<file path="src/rtl/iiitb_cps_pkg.sv">
// Shared types and constants for the parking-system exit gate.
// Latency: none (declarations only).
// Backpressure: none.
package iiitb_cps_pkg;

  // Exit gate FSM encodings.
  typedef enum logic [2:0] {
    ST_IDLE    = 3'd0,
    ST_CHECK   = 3'd1,
    ST_REJECT  = 3'd2,
    ST_OPEN    = 3'd3,
    ST_PASSING = 3'd4
  } state_t;

  // Active-low gfedcba glyphs.
  localparam logic [6:0] SEG_BLANK = 7'b1111111;
  localparam logic [6:0] SEG_C     = 7'b1000110;
  localparam logic [6:0] SEG_E     = 7'b0000110;
  localparam logic [6:0] SEG_O     = 7'b0100011;
  localparam logic [6:0] SEG_0     = 7'b1000000;
  localparam logic [6:0] SEG_1     = 7'b1111001;
  localparam logic [6:0] SEG_2     = 7'b0100100;
  localparam logic [6:0] SEG_3     = 7'b0110000;
  localparam logic [6:0] SEG_4     = 7'b0011001;
  localparam logic [6:0] SEG_5     = 7'b0010010;
  localparam logic [6:0] SEG_6     = 7'b0000010;
  localparam logic [6:0] SEG_7     = 7'b1111000;
  localparam logic [6:0] SEG_8     = 7'b0000000;
  localparam logic [6:0] SEG_9     = 7'b0010000;

  // Both token halves must equal their expected values.
  function automatic logic token_match(input logic [1:0] t1, input logic [1:0] t2,
                                       input logic [1:0] exp1, input logic [1:0] exp2);
    return (t1 == exp1) && (t2 == exp2);
  endfunction

endpackage

</file>
<file path="src/rtl/iiitb_cps_exit_gate_if.sv">
// Exit gate signal bundle: sensors, token and car_entered in; barrier, LEDs, displays out.
// Latency: none (wires only).
// Backpressure: none; all signals are levels or single-cycle pulses.
interface iiitb_cps_exit_gate_if #(
  parameter int CNT_W = 4
);
  logic             car_entered;
  logic             sensor_exit_req;
  logic             sensor_exit_clear;
  logic [1:0]       token_1;
  logic [1:0]       token_2;
  logic             barrier_open;
  logic             GREEN_LED;
  logic             RED_LED;
  logic             full;
  logic [CNT_W-1:0] free_slots;
  logic [6:0]       HEX_1;
  logic [6:0]       HEX_2;

  modport master (
    output car_entered, sensor_exit_req, sensor_exit_clear, token_1, token_2,
    input  barrier_open, GREEN_LED, RED_LED, full, free_slots, HEX_1, HEX_2
  );

  modport slave (
    input  car_entered, sensor_exit_req, sensor_exit_clear, token_1, token_2,
    output barrier_open, GREEN_LED, RED_LED, full, free_slots, HEX_1, HEX_2
  );
endinterface

</file>
<file path="src/rtl/iiitb_cps_sevenseg.sv">
// Decimal digit to active-low gfedcba pattern; values above 9 are blank.
// Latency: combinational.
// Backpressure: none.
module iiitb_cps_sevenseg
  import iiitb_cps_pkg::*;
(
  input  logic [3:0] digit,
  output logic [6:0] seg
);

  // Glyph lookup.
  always_comb begin
    seg = SEG_BLANK;
    case (digit)
      4'd0:    seg = SEG_0;
      4'd1:    seg = SEG_1;
      4'd2:    seg = SEG_2;
      4'd3:    seg = SEG_3;
      4'd4:    seg = SEG_4;
      4'd5:    seg = SEG_5;
      4'd6:    seg = SEG_6;
      4'd7:    seg = SEG_7;
      4'd8:    seg = SEG_8;
      4'd9:    seg = SEG_9;
      default: seg = SEG_BLANK;
    endcase
  end

endmodule

</file>
<file path="src/rtl/iiitb_cps_exit_gate.sv">
// Exit barrier controller: occupancy tracking, token check, barrier/LED/7-seg drive.
// Latency: outputs are a Moore decode of registered state; token checked TOKEN_WAIT cycles after request.
// Backpressure: none; car_entered dropped when full. Optional barrier timeout: CPS_EXIT_TIMEOUT_EN.
module iiitb_cps_exit_gate
  import iiitb_cps_pkg::*;
#(
  parameter int         CAPACITY    = 8,
  parameter int         CNT_W       = 4,
  parameter int         TOKEN_WAIT  = 4,
  parameter int         OPEN_CYCLES = 16,
  parameter logic [1:0] TOKEN_1     = 2'b11,
  parameter logic [1:0] TOKEN_2     = 2'b00
) (
  input logic             clk,
  input logic             reset_n,
  iiitb_cps_exit_gate_if.slave bus
);

  localparam int               WAIT_W    = (TOKEN_WAIT > 1) ? $clog2(TOKEN_WAIT) : 1;
  localparam logic [WAIT_W-1:0] WAIT_LAST = WAIT_W'(TOKEN_WAIT - 1);
  localparam logic [CNT_W-1:0]  CAP_V     = CNT_W'(CAPACITY);

  state_t            state;
  state_t            state_nxt;
  logic [CNT_W-1:0]  occupancy;
  logic [CNT_W-1:0]  occ_nxt;
  logic [CNT_W-1:0]  free_slots;
  logic [WAIT_W-1:0] wait_cnt;
  logic              blink;
  logic              full;
  logic              tok_ok;
  logic              inc;
  logic              dec;
  logic              timeout;

  assign tok_ok     = token_match(bus.token_1, bus.token_2, TOKEN_1, TOKEN_2);
  assign full       = (occupancy == CAP_V);
  assign free_slots = CAP_V - occupancy;

`ifdef CPS_EXIT_TIMEOUT_EN
  localparam int                OPEN_W    = (OPEN_CYCLES > 1) ? $clog2(OPEN_CYCLES) : 1;
  localparam logic [OPEN_W-1:0] OPEN_LAST = OPEN_W'(OPEN_CYCLES - 1);

  logic [OPEN_W-1:0] open_cnt;

  // Count cycles spent in OPEN; cleared on any other state or on leaving OPEN.
  always_ff @(posedge clk) begin
    if (!reset_n) begin
      open_cnt <= '0;
    end else if (state == ST_OPEN && state_nxt == ST_OPEN) begin
      open_cnt <= open_cnt + 1'b1;
    end else begin
      open_cnt <= '0;
    end
  end

  assign timeout = (open_cnt == OPEN_LAST);
`else
  // Without the timeout the barrier waits for the car indefinitely.
  assign timeout = 1'b0;
  if (OPEN_CYCLES < 1) begin : g_open_cycles_unused
  end
`endif

  // State, occupancy, token wait counter and reject blink flop.
  always_ff @(posedge clk) begin
    if (!reset_n) begin
      state     <= ST_IDLE;
      occupancy <= '0;
      wait_cnt  <= '0;
      blink     <= 1'b0;
    end else begin
      state     <= state_nxt;
      occupancy <= occ_nxt;
      wait_cnt  <= (state == ST_CHECK && state_nxt == ST_CHECK) ? wait_cnt + 1'b1 : '0;
      blink     <= (state == ST_REJECT) ? ~blink : 1'b0;
    end
  end

  // Next-state logic; dec flags the single decrement when a car leaves PASSING.
  always_comb begin
    state_nxt = state;
    dec       = 1'b0;
    case (state)
      ST_IDLE: begin
        if (bus.sensor_exit_req && occupancy != '0) state_nxt = ST_CHECK;
      end
      ST_CHECK: begin
        if (!bus.sensor_exit_req)   state_nxt = ST_IDLE;
        else if (wait_cnt == WAIT_LAST) state_nxt = tok_ok ? ST_OPEN : ST_REJECT;
      end
      ST_REJECT: begin
        if (tok_ok)                    state_nxt = ST_OPEN;
        else if (!bus.sensor_exit_req) state_nxt = ST_IDLE;
      end
      ST_OPEN: begin
        if (bus.sensor_exit_clear) state_nxt = ST_PASSING;
        else if (timeout)          state_nxt = ST_IDLE;
      end
      ST_PASSING: begin
        if (!bus.sensor_exit_clear) begin
          state_nxt = ST_IDLE;
          dec       = 1'b1;
        end
      end
      default: state_nxt = ST_IDLE;
    endcase
  end

  // Occupancy update; an entry is allowed at full when a car leaves in the same cycle.
  always_comb begin
    inc     = bus.car_entered && (!full || dec);
    occ_nxt = occupancy;
    case ({inc, dec})
      2'b10:   occ_nxt = occupancy + 1'b1;
      2'b01:   occ_nxt = occupancy - 1'b1;
      default: occ_nxt = occupancy;
    endcase
  end

  // Moore output decode.
  always_comb begin
    bus.barrier_open = 1'b0;
    bus.GREEN_LED    = 1'b0;
    bus.RED_LED      = 1'b0;
    bus.HEX_1        = SEG_BLANK;
    case (state)
      ST_CHECK: begin
        bus.RED_LED = 1'b1;
        bus.HEX_1   = SEG_C;
      end
      ST_REJECT: begin
        bus.RED_LED = blink;
        bus.HEX_1   = SEG_E;
      end
      ST_OPEN, ST_PASSING: begin
        bus.barrier_open = 1'b1;
        bus.GREEN_LED    = 1'b1;
        bus.HEX_1        = SEG_O;
      end
      default: bus.HEX_1 = SEG_BLANK;
    endcase
  end

  assign bus.full       = full;
  assign bus.free_slots = free_slots;

  iiitb_cps_sevenseg u_hex2 (
    .digit (4'(free_slots)),
    .seg   (bus.HEX_2)
  );

endmodule

</file>
<file path="src/flat_wrapper.sv">
// flat-port wrapper written by rule: the top's interface ports become plain ports
module iiitb_cps_exit_gate_flat import iiitb_cps_pkg::*;
#(
  parameter int         CAPACITY    = 8,
  parameter int         CNT_W       = 4,
  parameter int         TOKEN_WAIT  = 4,
  parameter int         OPEN_CYCLES = 16,
  parameter logic [1:0] TOKEN_1     = 2'b11,
  parameter logic [1:0] TOKEN_2     = 2'b00
)
  (clk, reset_n, bus_car_entered, bus_sensor_exit_req, bus_sensor_exit_clear, bus_token_1, bus_token_2, bus_barrier_open, bus_GREEN_LED, bus_RED_LED, bus_full, bus_free_slots, bus_HEX_1, bus_HEX_2);
  iiitb_cps_exit_gate_if #(.CNT_W(CNT_W)) bus_i ();
  input logic clk;
  input logic reset_n;
  input wire logic [$bits(bus_i.car_entered)-1:0] bus_car_entered;
  input wire logic [$bits(bus_i.sensor_exit_req)-1:0] bus_sensor_exit_req;
  input wire logic [$bits(bus_i.sensor_exit_clear)-1:0] bus_sensor_exit_clear;
  input wire logic [$bits(bus_i.token_1)-1:0] bus_token_1;
  input wire logic [$bits(bus_i.token_2)-1:0] bus_token_2;
  output wire logic [$bits(bus_i.barrier_open)-1:0] bus_barrier_open;
  output wire logic [$bits(bus_i.GREEN_LED)-1:0] bus_GREEN_LED;
  output wire logic [$bits(bus_i.RED_LED)-1:0] bus_RED_LED;
  output wire logic [$bits(bus_i.full)-1:0] bus_full;
  output wire logic [$bits(bus_i.free_slots)-1:0] bus_free_slots;
  output wire logic [$bits(bus_i.HEX_1)-1:0] bus_HEX_1;
  output wire logic [$bits(bus_i.HEX_2)-1:0] bus_HEX_2;
  assign bus_i.car_entered = bus_car_entered;
  assign bus_i.sensor_exit_req = bus_sensor_exit_req;
  assign bus_i.sensor_exit_clear = bus_sensor_exit_clear;
  assign bus_i.token_1 = bus_token_1;
  assign bus_i.token_2 = bus_token_2;
  assign bus_barrier_open = bus_i.barrier_open;
  assign bus_GREEN_LED = bus_i.GREEN_LED;
  assign bus_RED_LED = bus_i.RED_LED;
  assign bus_full = bus_i.full;
  assign bus_free_slots = bus_i.free_slots;
  assign bus_HEX_1 = bus_i.HEX_1;
  assign bus_HEX_2 = bus_i.HEX_2;
  iiitb_cps_exit_gate #(.CAPACITY(CAPACITY), .CNT_W(CNT_W), .TOKEN_WAIT(TOKEN_WAIT), .OPEN_CYCLES(OPEN_CYCLES), .TOKEN_1(TOKEN_1), .TOKEN_2(TOKEN_2)) u_core (.clk(clk), .reset_n(reset_n), .bus(bus_i));
endmodule
</file>
<file path="config.mk">
export PLATFORM = sky130hd
export DESIGN_NAME = iiitb_cps_exit_gate_flat
export DESIGN_NICKNAME = d
export VERILOG_FILES = /design/src/rtl/iiitb_cps_pkg.sv /design/src/rtl/iiitb_cps_exit_gate_if.sv /design/src/rtl/iiitb_cps_sevenseg.sv /design/src/rtl/iiitb_cps_exit_gate.sv /design/src/flat_wrapper.sv
export SDC_FILE = /design/constraint.sdc
export NUM_CORES = 1
export LEC_CHECK = 0
export ABC_CLOCK_PERIOD_IN_PS = 2400
export BUFFER_PORTS_ARGS = -buffer_cell sky130_fd_sc_hd__buf_2
export CORE_AREA = 2 2 49 51
export DETAILED_ROUTE_END_ITERATION = 8
export DIE_AREA = 0 0 51 53
export GPL_TIMING_DRIVEN = 0
export PLACE_DENSITY = 0.71
export RECOVER_POWER = 50
export SETUP_SLACK_MARGIN = 0.5
export SLEW_MARGIN = 0
export SYNTH_ARGS = -nofsm -noshare
export SYNTH_HDL_FRONTEND = slang
export SYNTH_SLANG_ARGS = --single-unit
</file>
<file path="constraint.sdc">
create_clock -name clk -period 2.4 [get_ports clk]
set_input_delay 0.12 -clock clk [delete_from_list [all_inputs] [get_ports clk]]
set_output_delay 0.12 -clock clk [all_outputs]
set_load 0.05 [all_outputs]
</file>
Word-level counts from Yosys, hierarchy flattened
Memory sizes are Yosys's and may differ from the RTL's.
Cells that the tools add are included.
- memories: 1
- ROM bits: 112
- flip-flop bits (word level): 10
- output and inout port bits: 22
- mux-type cells: 15
- $add $sub $neg: 4
- equal/unequal tests: 10
- bitwise operators: 1
- reduce and logical (&&, ||, !) cells: 13
- memory list (memory ; depth ; bits a word ; rd ports ; clocked after memory_dff ; write ports ; line ; RTL):
    (no name shown) ; 16 ; 7 ; 1 ; 0 ; 0 ; iiitb_cps_sevenseg.sv:14 ; case (digit)
- operator list (cell ; number):
    3-bit 2-to-1 mux ; 7
    7-bit one-hot mux with 3 select lines ; 1
    3-bit one-hot mux with 5 select lines ; 1
    4-bit one-hot mux with 2 select lines ; 1
    2-bit == test, second input constant ; 3
    3-bit by 1-bit == test with 1-bit output, second input constant ; 2
    3-bit by 2-bit == test with 1-bit output, second input constant ; 2
    4-bit by 1-bit adder with 4-bit output, second input constant ; 1
    4-bit == test, second input constant ; 1
    1-bit logical AND ; 4
    1-bit 2-to-1 mux ; 4
    2-bit AND reduction ; 2
    4-bit nonzero test ; 1
    4-bit by 1-bit subtractor with 4-bit output, second input constant ; 1
    4-bit subtractor, first input constant ; 1
    3-bit == test, second input constant ; 1
    3-bit zero test ; 1
    2-bit by 1-bit adder with 2-bit output, second input constant ; 1
    2-bit by 1-bit == test with 1-bit output, second input constant ; 1
    2-bit zero test ; 1
    1-bit one-hot mux with 2 select lines ; 1
    2-bit nonzero test ; 1
    2-bit OR reduction ; 1
    1-bit zero test ; 1
    other kinds (2) ; 2

Depth between registers and ports, before layout
- word-level depth: 9
- depth in mapped cells: 9
- gate-level depth less buffers: 8

By module
A second synthesis with hierarchy kept.
- cell total of the unflattened synthesis: 117
- area, all modules: 924.6 um^2
- by module, submodules not included (module ; cells an instance ; times used ; area each (um^2)):
    iiitb_cps_exit_gate ; 84 ; 1 ; 714.4
    iiitb_cps_sevenseg ; 33 ; 1 ; 210.2

Worst setup path before layout
No wires, ideal clock.
- path type: flip-flop to output port
- from: register u_core.occupancy[0]
- to: output port bus_HEX_2[3]
- path slack: -741 ps
- cell stages (with the launch flop): 7
- path buffers: 1
- data arrival time: 3021 ps
- path through: dfxtp_1 -> inv_1 -> ha_1 -> ha_1 -> clkbuf_1 -> nor3_1 -> a211oi_1
- word-level cells in the longest chain between the ends: 2
- RTL lines (item ; line ; RTL):
    start: declaration ; iiitb_cps_exit_gate.sv:25 ; logic [CNT_W-1:0] occupancy;
    start signal: assignment ; iiitb_cps_exit_gate.sv:74 ; occupancy <= occ_nxt;
    4-bit subtractor ; iiitb_cps_exit_gate.sv:38 ; assign free_slots = CAP_V - occupancy;
    named net bus_free_slots[2] ; flat_wrapper.sv:24 ; output wire logic [$bits(bus_i.free_slots)-1:0] bus_free_slots;
    memory read 16 x 7 bit ; -- ;
    end: declaration ; flat_wrapper.sv:26 ; output wire logic [$bits(bus_i.HEX_2)-1:0] bus_HEX_2;
The timed path passes the listed nets, and every way through them passes these cells.

Worst setup path after layout
- from: register u_core.state[0]
- to: register u_core.occupancy[3]
- word-level cells in the longest chain between the ends: 6
- elaborated cells on any way between the ends: 8
- those cells by class: eq/ne (3); mux (2); reduce/logical (3)
- RTL lines (item ; line ; RTL):
    start: declaration ; iiitb_cps_exit_gate.sv:23 ; state_t state;
    start signal: assignment ; iiitb_cps_exit_gate.sv:73 ; state <= state_nxt;
    3-bit == test * ; iiitb_cps_exit_gate.sv:84 ; case (state)
    1-bit 2-to-1 mux * ; iiitb_cps_exit_gate.sv:84 ;
    1-bit logical OR ; iiitb_cps_exit_gate.sv:112 ; inc = bus.car_entered && (!full || dec);
    1-bit logical AND ; iiitb_cps_exit_gate.sv:112 ;
    2-bit by 1-bit == test with 1-bit output / 2-bit == test (equally long branches) ; iiitb_cps_exit_gate.sv:114 ; case ({inc, dec})
    4-bit one-hot mux with 2 select lines / 2-bit nonzero test (equally long branches) ; -- ;
Every way passes the cells marked *; elsewhere a longest branch is shown, timed or not.
A chain may end at the register's enable or synchronous reset.

==> impl_metrics.env <==
export IMPL_outcome="completed"
export IMPL_die_area_sq_um=2700
export IMPL_synth_xor_xnor_area_share_pct=2.92
export IMPL_cts_root_buf="clkbuf_4"
export IMPL_drc=0
export IMPL_synth_compound_area_share_pct=19.7
export IMPL_syn_avg_cell_area_sq_um=8.10
export IMPL_crit_type="reg2reg"
export IMPL_holdCritStartpoint="reset_n"
export IMPL_die_w_microns=51
export IMPL_ioPinCount=31
export IMPL_timing_fmax_mhz=446
export IMPL_cts_num_sinks=10
export IMPL_antenna_cells=0
export IMPL_hold_path_depth=2
export IMPL_ant_nets=0
export IMPL_path_clk_slew_ns=0.07
export IMPL_synth_top_area_cell="dfxtp_1"
export IMPL_cts_tree="yes"
export IMPL_ys_types=40
export IMPL_grt_max_degree=11
export IMPL_final_cell_count_no_fill=187
export IMPL_setup_slack_ns=0.159
export IMPL_wire_per_inst_microns=13.3
export IMPL_synthAdderAreaFrac_pct=13.4
export IMPL_yosys_area_share_simple_pct=27.4
export IMPL_port_buffers=29
export IMPL_vias=965
export IMPL_end_kind="flop"
export IMPL_grt_first_pass_wirelength_microns=3860
export IMPL_report_final_slew_viol_count=0
export IMPL_synth_seq_cells=10
export IMPL_synth_nets=129
export IMPL_final_core_util_pct=71.2
export IMPL_fillers=167
export IMPL_synth_most_common_cell="dfxtp_1"
export IMPL_ys_flop_type="dfxtp_1"
export IMPL_finalHoldViolCount=0
export IMPL_finalCritPeriodShare_pct=93.4
export IMPL_grtUsageTotal_pct=19.0
export IMPL_synth_area_leaders="dfxtp_1 22%, ha_1 11%, a21oi_1 4.5%"
export IMPL_cts_inserted_buffers=3
export IMPL_max_cap_violations=0
export IMPL_min_path_type="in2reg"
export IMPL_overflow=0
export IMPL_startpoint="u_core.state[0]"
export IMPL_drive_gt1_share_pct=49.1
export IMPL_vias_per_cell=5.16
export IMPL_synthesis_area_sq_um=900
export IMPL_synth_edff_count=0
export IMPL_synth_area_mux_share_pct=3.34
export IMPL_r2r_worst_path_cells=9
export IMPL_synthArstFlopShare_pct=0
export IMPL_synth_top_area_share_pct=22.3
export IMPL_ys_top_cells_by_count="10 x dfxtp_1, 8 x a21oi_1, 8 x ha_1, 8 x inv_1"
export IMPL_rsz0062_at_grt="true"
export IMPL_initial_utilization_pct=41.9
export IMPL_synthCells=111
export IMPL_htree_levels=1
export IMPL_wirelength_microns=2490
export IMPL_gp_congestion=0.799
export IMPL_worstMarginPinSlew_ns=0.600
export IMPL_first_pass_iters=4
export IMPL_cts_buffer_depth=2
export IMPL_place_ws_ns=0.0689
export IMPL_finalClockSkew_ns=0.000357
export IMPL_core_sq_um=2150
export IMPL_vdd_drop_max_mv=0.344
export IMPL_ys_warn_count=0
export IMPL_setup_violations_final=0
export IMPL_fin_crit_ns=2.24
export IMPL_synth_top_family_by_area="simple AND/OR/NAND/NOR gates"
export IMPL_ys_seq_area_share_pct=22.3
export IMPL_drt_first_iter_violations=15
export IMPL_power_density_nw_per_um2=557
export IMPL_dp_hpwl_microns=1660
export IMPL_place_inst=168
export IMPL_slew_headroom_pct=60.2
export IMPL_power_leakage_nw=0.645
export IMPL_fp_row_count=17
export IMPL_antenna_found_initial=0
export IMPL_fin_tns_setup_ns=0
export IMPL_first_global_vias=920
export IMPL_clk_latency_ns=0.27
export IMPL_worst_setup_path_start_kind="flop"
export IMPL_r2r_start="u_core.state[0]"
export IMPL_die_h_microns=53
export IMPL_area_growth_syn_to_layout_pct=70.0
export IMPL_worst_path_max_fanout=3
export IMPL_nNetsFinal=178
export IMPL_critPathArrivalTime_ns=2.39
export IMPL_crit_required_ns=2.55
==> kinds of logic (layout without fill, tap and decap cells) <==
kind of cell,after synthesis,count (layout)
multiplexers,3,3
XOR/XNOR,3,3
adder cells (fa/ha/maj),9,9
AND/OR/NAND/NOR,41,41
AO/OA/AOI/OAI,27,27
buffers and inverters,17,65
flip-flops,10,10
other,1,1
==> final timing paths <==
path	end	slack, ns
worst min-delay path	u_core.occupancy[2]	0.11
worst max-delay path	u_core.occupancy[3]	0.16
worst min register to register	u_core.blink	0.43
worst max register to register	u_core.occupancy[3]	0.16
==> per-stage QoR <==
step	total power [W]	instance area [sq um]	hold WS [ns]
2_1_floorplan	0.000515	1060	0.238
3_3_place_gp	0.000571	1240	0.391
3_5_place_dp	0.000579	1240	0.401
4_1_cts	0.000828	1480	0.109
5_1_grt	0.000889	1530	0.118
6_report	0.000852	1530	0.110
==> report_power, final <==
part           internal (W)  switching [W]  leakage [nW]
Clock             0.0000923      0.0000680        0.0210
Combinational      0.000204       0.000314         0.540
Sequential         0.000169     0.00000468        0.0837
==> state kept, by name, summed over array words and instances, names as in the netlist <==
| name | cells |
|---|---|
| u_core.occupancy | 4 |
| u_core.blink | 1 |
| u_core.state | 3 |
| u_core.wait_cnt | 2 |
==> placed cells by master (no fill, tap or decap), types with 2 or more instances in the layout <==
cell       n
nor2_1     5
nand2b_1   5
nand3b_1   2
a21oi_1    4
a21oi_2    2
ha_4       3
nor3_1     2
nand3_1    4
a21o_1     2
clkbuf_4   5
buf_4     12
nor3_4     4
ha_1       5
a21oi_4    3
a211oi_4   2
o21ai_0    3
nand2_1    2
dfxtp_1    6
nor2b_1    2
inv_1      5
nor3b_1    2
mux2i_1    3
buf_2     12
dfxtp_4    3
nor4_1     2
buf_6     14
clkbuf_1  10
==> metal layers <==
| metal | routed length [microns] | part of all wire, % | GRT usage [%] | vias up |
|---|---|---|---|---|
| met2 | 1270 | 51 | 36.1 | 32 |
| met3 | 108 | 4.3 | 3.67 | 5 |
| met5 | 0 | 0 | 0 | - |
| li1 | - | - | - | 486 |
| met4 | 31 | 1.2 | 7.66 | 0 |
| met1 | 1070 | 43 | 20.5 | 442 |
==> what timing repair did <==
item,4_1_cts,5_1_grt
endpoints found under the hold margin,0,0
resized for setup,29,11
pin swaps,7,3
hold buffers,0,0
setup buffers,13,2
endpoints found under the setup margin,12,13
==> worst max-delay path, stage by stage (launching register included) <==
cell	delay (ns)
dfxtp_1	0.32
or4b_4	0.53
or2_0	0.23
buf_6	0.13
clkinv_4	0.05
ha_4	0.18
a21o_1	0.17
a21oi_4	0.16
mux2i_1	0.25
a221oi_2	0.09
==> cell type report <==
type | instances | area [sq um] | area share, %
repair buffers | 44 | 323 | 21.1
flip-flops and latches | 10 | 213 | 13.9
inverters | 9 | 45.0 | 2.95
multi-input cells | 84 | 800 | 52.3
plain buffers | 8 | 77.6 | 5.07
clock buffers | 4 | 36.3 | 2.37
well taps | 28 | 35.0 | 2.29
Note: power is estimated with default switching activity, not from simulation.
